==> config.mk <==
export PLATFORM = sky130hd
export DESIGN_NAME = port_tx
export DESIGN_NICKNAME = d
export VERILOG_FILES = /design/src/rtl/packet_pkg.sv /design/src/rtl/tx_fifo.sv /design/src/rtl/port_tx.sv
export SDC_FILE = /design/constraint.sdc
export NUM_CORES = 1
export LEC_CHECK = 0
export BUFFER_PORTS_ARGS = -buffer_cell sky130_fd_sc_hd__buf_2
export CORE_MARGIN = 1.5
export CORE_UTILIZATION = 57
export DETAILED_ROUTE_END_ITERATION = 16
export PLACE_DENSITY_LB_ADDON = 0.25
export SLEW_MARGIN = 25
export SYNTH_ARGS = -nofsm -noshare
export SYNTH_HDL_FRONTEND = slang
export SYNTH_SLANG_ARGS = --single-unit
==> constraint.sdc <==
create_clock -name clk -period 3.1 [get_ports clk]
set_input_delay 0.155 -clock clk [delete_from_list [all_inputs] [get_ports clk]]
set_output_delay 0.155 -clock clk [all_outputs]
set_load 0.01 [all_outputs]
==> src/rtl/packet_pkg.sv <==
// Shared packet widths, transmitter state encoding and address helpers
// for the switch port transmitter.
package packet_pkg;

   localparam int ADDR_WIDTH    = 4;
   localparam int PAYLOAD_WIDTH = 8;
   localparam int DATA_WIDTH    = PAYLOAD_WIDTH + 2 * ADDR_WIDTH;

   typedef enum logic [1:0] {
      ST_IDLE = 2'd0,
      ST_SEND = 2'd1,
      ST_GAP  = 2'd2
   } tx_state_e;

   // True when exactly one address bit is set.
   function automatic logic is_onehot(input logic [ADDR_WIDTH-1:0] v);
      return (v != '0) && ((v & (v - ADDR_WIDTH'(1))) == '0);
   endfunction

endpackage

==> src/rtl/tx_fifo.sv <==
// Synchronous request queue with full/empty flags; the head entry is
// visible combinationally on o_rd_data while the queue is non-empty.
module tx_fifo #(
   parameter int DEPTH = 4,
   parameter int WIDTH = 12
) (
   input  logic             clk,
   input  logic             rst_n,
   input  logic             i_push,
   input  logic [WIDTH-1:0] i_wr_data,
   input  logic             i_pop,
   output logic [WIDTH-1:0] o_rd_data,
   output logic             o_full,
   output logic             o_empty
);

   localparam int AW = $clog2(DEPTH);

   logic [WIDTH-1:0] r_mem [DEPTH];
   logic [AW:0]      r_wr_ptr;
   logic [AW:0]      r_rd_ptr;
   logic             w_push;
   logic             w_pop;

   // Pointers carry one extra wrap bit to tell full from empty.
   assign o_empty   = (r_wr_ptr == r_rd_ptr);
   assign o_full    = (r_wr_ptr[AW] != r_rd_ptr[AW]) &&
                      (r_wr_ptr[AW-1:0] == r_rd_ptr[AW-1:0]);
   assign w_push    = i_push && !o_full;
   assign w_pop     = i_pop && !o_empty;
   assign o_rd_data = r_mem[r_rd_ptr[AW-1:0]];

   always_ff @(posedge clk) begin
      if (rst_n) begin
         r_wr_ptr <= '0;
         r_rd_ptr <= '0;
      end else begin
         if (w_push) begin
            r_wr_ptr <= r_wr_ptr + (AW+1)'(1);
         end
         if (w_pop) begin
            r_rd_ptr <= r_rd_ptr + (AW+1)'(1);
         end
      end
   end

   always_ff @(posedge clk) begin
      if (w_push) begin
         r_mem[r_wr_ptr[AW-1:0]] <= i_wr_data;
      end
   end

endmodule

==> src/rtl/port_tx.sv <==
// Switch port transmitter: queues host packets and emits one-cycle tx strobes
// separated by a fixed idle gap, discarding packets with unusable targets.
module port_tx
   import packet_pkg::*;
#(
   parameter int PORT_ID    = 0,
   parameter int FIFO_DEPTH = 4,
   parameter int GAP_CYCLES = 2
) (
   input  logic                     clk,
   input  logic                     rst_n,
   input  logic                     enable,
   input  logic                     req_valid,
   output logic                     req_ready,
   input  logic [ADDR_WIDTH-1:0]    req_target,
   input  logic [PAYLOAD_WIDTH-1:0] req_data,
   output logic                     tx_valid,
   output logic [ADDR_WIDTH-1:0]    tx_source,
   output logic [ADDR_WIDTH-1:0]    tx_target,
   output logic [PAYLOAD_WIDTH-1:0] tx_data,
   output logic                     busy,
   output logic [15:0]              sent_cnt,
   output logic [7:0]               drop_cnt
);

   localparam int QW = ADDR_WIDTH + PAYLOAD_WIDTH;
   localparam logic [ADDR_WIDTH-1:0] SRC_ADDR = ADDR_WIDTH'(1 << PORT_ID);
   localparam logic [3:0] GAP_LOAD = (GAP_CYCLES > 0) ? 4'(GAP_CYCLES - 1) : 4'd0;

   tx_state_e                r_state;
   tx_state_e                w_next;
   logic [3:0]               r_gap_cnt;
   logic                     r_tx_valid;
   logic [ADDR_WIDTH-1:0]    r_tx_source;
   logic [ADDR_WIDTH-1:0]    r_tx_target;
   logic [PAYLOAD_WIDTH-1:0] r_tx_data;
   logic [15:0]              r_sent_cnt;
   logic [7:0]               r_drop_cnt;

   logic [QW-1:0]            w_head;
   logic [ADDR_WIDTH-1:0]    w_head_target;
   logic [PAYLOAD_WIDTH-1:0] w_head_data;
   logic                     w_fifo_full;
   logic                     w_fifo_empty;
   logic                     w_head_ok;
   logic                     w_pop_opp;
   logic                     w_pop;
   logic                     w_load;
   logic                     w_drop;

   tx_fifo #(
      .DEPTH (FIFO_DEPTH),
      .WIDTH (QW)
   ) u_fifo (
      .clk       (clk),
      .rst_n     (rst_n),
      .i_push    (req_valid),
      .i_wr_data ({req_target, req_data}),
      .i_pop     (w_pop),
      .o_rd_data (w_head),
      .o_full    (w_fifo_full),
      .o_empty   (w_fifo_empty)
   );

   assign w_head_target = w_head[QW-1:PAYLOAD_WIDTH];
   assign w_head_data   = w_head[PAYLOAD_WIDTH-1:0];
   assign w_head_ok     = is_onehot(w_head_target) && (w_head_target != SRC_ADDR);

   // Pop opportunities: IDLE, final GAP cycle, or SEND itself when there is no gap.
   always_comb begin
      w_pop_opp = 1'b0;
      w_next    = r_state;
      case (r_state)
         ST_IDLE: begin
            w_pop_opp = 1'b1;
         end
         ST_SEND: begin
            w_pop_opp = (GAP_CYCLES == 0);
            w_next    = (GAP_CYCLES > 0) ? ST_GAP : ST_IDLE;
         end
         ST_GAP: begin
            w_pop_opp = (r_gap_cnt == 4'd0);
            w_next    = (r_gap_cnt == 4'd0) ? ST_IDLE : ST_GAP;
         end
         default: begin
            w_next = ST_IDLE;
         end
      endcase
      w_pop = w_pop_opp && enable && !w_fifo_empty;
      if (w_pop) begin
         w_next = w_head_ok ? ST_SEND : ST_IDLE;
      end
   end

   assign w_load = w_pop && w_head_ok;
   assign w_drop = w_pop && !w_head_ok;

   always_ff @(posedge clk) begin
      if (rst_n) begin
         r_state     <= ST_IDLE;
         r_gap_cnt   <= 4'd0;
         r_tx_valid  <= 1'b0;
         r_tx_source <= '0;
         r_tx_target <= '0;
         r_tx_data   <= '0;
         r_sent_cnt  <= 16'd0;
         r_drop_cnt  <= 8'd0;
      end else begin
         r_state <= w_next;
         if (r_state == ST_SEND) begin
            r_gap_cnt <= GAP_LOAD;
         end else if (r_state == ST_GAP && r_gap_cnt != 4'd0) begin
            r_gap_cnt <= r_gap_cnt - 4'd1;
         end
         // tx fields are zero except during the single SEND cycle.
         r_tx_valid  <= w_load;
         r_tx_source <= w_load ? SRC_ADDR : '0;
         r_tx_target <= w_load ? w_head_target : '0;
         r_tx_data   <= w_load ? w_head_data : '0;
         if (w_load) begin
            r_sent_cnt <= r_sent_cnt + 16'd1;
         end
         if (w_drop && r_drop_cnt != 8'hFF) begin
            r_drop_cnt <= r_drop_cnt + 8'd1;
         end
      end
   end

   assign req_ready = !w_fifo_full;
   assign busy      = (r_state != ST_IDLE) || !w_fifo_empty;
   assign tx_valid  = r_tx_valid;
   assign tx_source = r_tx_source;
   assign tx_target = r_tx_target;
   assign tx_data   = r_tx_data;
   assign sent_cnt  = r_sent_cnt;
   assign drop_cnt  = r_drop_cnt;

endmodule

==> impl_results.md <==
- Placed Cells: 482
- PostCTS Resize Cnt: 0
- PwrDens: 559.0 nW/µm²
- Total grt overflow: 0
- Reg2Reg Setup Slack: between 0.3 and 0.4 ns
- Max frequency: between 300 and 400 MHz
- First-pass GRT wire length: 11580 µm
- Maxcap violations: 0
- Fraction of registers with async set/reset: 0
- RePlAce Congestion: 0.7736
- Largest net degree at the start of global routing: 36
- Number of enable flip-flop cells after synthesis: 48
- Most common cell in the synthesized netlist: dfxtp_1
- CP Capture Type: flop
- Top Ports: 59
- Sequential-to-total area share from yosys stat: 0.5759
- Clock tree buffer depth: 2
- Synth top cells by count: dfxtp_1 (51), edfxtp_1 (48), nor2_1 (31)
- Via density: 5.444
- Largest area contributor in the netlist: edfxtp_1
- I/O Buffers: between 50 and 60
- LEAKAGE: 1.881 nW
- Synthesized netlist cell count: 340
- Synth Register Bits: 99
- Clock group share of total power: 0.294
- Die W: 89.61 µm
- Row count: 31
- Avg WL per Cell: 14.47 µm
- Core footprint: 7253 µm²
- Worst path arrival time: 3.09 ns
- Min cycle time layout: 2.797 ns
- Tightest Pin Transition: between 0.6 and 0.7 ns
- Final Cycle Share: 0.9024
- Via Count: 2760
- CTS tree: done
- Layout cells sized above 1: 0.2574
- Combinational fraction of design power: 0.165
- Met3 wire len: approximately 310 µm
- Mapped Area: 4275 µm²
- WP data required: around 3.4 ns
- Post-Layout Cell Count: 507
- Synth Area per Inst: 12.57 µm²
- Fin. Hold Viols: 0
- Post-DRT Antenna Nets: 0
- Library cells used by synthesis: 49
- GRT Overall Usage: 0.1909
- Worst Clk Skew: between 0.01 and 0.015 ns
- Worst-path fanout max: 20
- Clock root buffer: clkbuf_8
- Peak VDD IR: 0.0004686 V
- Die area: about 8000 µm²
- Drt first pass iters: 4
- Final #Nets: 431
- Max-slew violations: 0
- Die height: 89.61 µm
- Clk slew on worst S/H paths: 0.10 ns
- Internal power: 1.951 mW
- Status: completed
- Vias in the first global route: about 2500
- Top cells by area, synth: edfxtp_1 (34%), dfxtp_1 (24%), mux4_1 (6.1%)
- Met2 routed WL: ~3500 µm
- Yosys warns: 0
- CP Class: reg2reg
- # Post-CTS Setup Buffers: 0
- Final setup margin: 0.3026 ns
- Worst skew pair latency: 0.36 ns
- Yosys top cell area share: 0.3371
- Sw Ratio: 0.2858
- Routed WL: ~7300 µm
- Crit start category: flop
- Final core utilization: 0.6736
- Initial DRC count: 116
- Top Layer Used: met4
- Place WS: between 0.3 and 0.4 ns
- CTS H-Tree Depth: 3
- Diodes inserted: 0
- TritonCTS Sinks: 99
- WHS: 0.02503 ns
- Met1 Wirelength: 3463 µm
- Sequential fraction of design power: 0.541
- Antenna violations before repair: 0
- Worst Hold Class: in2reg
- DRC viols: 0
- Hpwl dp: roughly 5000 µm
- RSZ-0062 raised after global routing: false
- Setup_tns: 0 ns
- Slew headroom: 0.5645
- Final setup fails: 0
- Top_reg_cell synth: dfxtp_1
- Layout area overhead: 14.28%
- Num CTS Buffers: 9
- P_sw: 780.6 µW
- Initial Util: 0.5894
==> critical path, stage by stage (launching register included) <==
cell and delay (ns):
dfxtp_1 0.48, mux4_1 0.66, or3b_1 0.40, o21a_1 0.34
or3_2 0.68, nor2b_1 0.17
==> area by class of cell <==
cell class | instances | area, µm²
sequential | 99 | 2462
tap | 99 | 123.9
inverter | 16 | 60.06
fill | 541 | 2367
clock inverter | 7 | 71.32
clock buffer | 9 | 123.9
multi-input combinational | 208 | 1642
timing repair buffer | 69 | 402.9
==> registers in the layout (all words and copies together), names as in the netlist, named ones only <==
name / cells
tx_target: 4
r_gap_cnt: 4
u_fifo.r_wr_ptr: 3
u_fifo.r_mem: 48
tx_data: 8
r_state: 2
sent_cnt: 16
tx_valid: 1
drop_cnt: 8
u_fifo.r_rd_ptr: 3
==> cell families (layout without fill, tap and decap cells) <==
kind of cell    after synthesis  in the layout  synth area share
other cells                   1              4         0.0008771
fa+ha+maj                    12             12           0.03512
buf+inv                      36            101           0.04273
mux                          28             28            0.1138
simple gates                124            124            0.1627
xor+xnor                     10             10           0.02049
compound gates               30             30           0.04829
flops                        99             99            0.5759
==> power by group through the flow <==
stage	Clock (mW)	Sequential [mW]	Combinational [mW]
CTS	0.822	1.48	0.452
detailed placement	0	1.51	0.442
finish	0.803	1.48	0.451
global route	0.877	1.49	0.506
floorplan	0	1.50	0.373
global placement	0	1.51	0.429
==> repair_timing <==
action | 4_1_cts | 5_1_grt
setup endpoints to repair | 0 | 0
hold endpoints to repair | 23 | 4
hold buffers | 8 | 1
==> routing by layer <==
metal	track usage	vias to the layer above
met1	0.2535	1319
met4	0.04196	0
met3	0.04570	8
li1	-	1373
met2	0.3216	60
met5	0	-
==> cell usage in the layout (no fill, tap or decap), drive strengths merged, types with 12 or more instances in the layout <==
cell,n
buf,60
dfxtp,51
edfxtp,48
ha,12
inv,21
mux2,15
mux4,12
nor2,31
nor2b,19
nor3,13
==> worst paths after layout <==
kind,from,to,depth (start not counted)
setup / recovery,flop,tx_data[0],5
setup reg to reg,flop,tx_data[0],5
hold / removal,req_data[4],u_fifo.r_mem[0][4],1
hold reg to reg,drop_cnt[7],drop_cnt[7],2
==> metrics by stage <==
stage | total power [mW] | area, µm²
3_5_place_dp | 1.951 | 4601
5_1_grt | 2.868 | 4886
6_report | 2.731 | 4886
4_1_cts | 2.752 | 4876
2_1_floorplan | 1.870 | 4287
3_3_place_gp | 1.934 | 4601
Note: power is estimated with default switching activity, not from simulation.
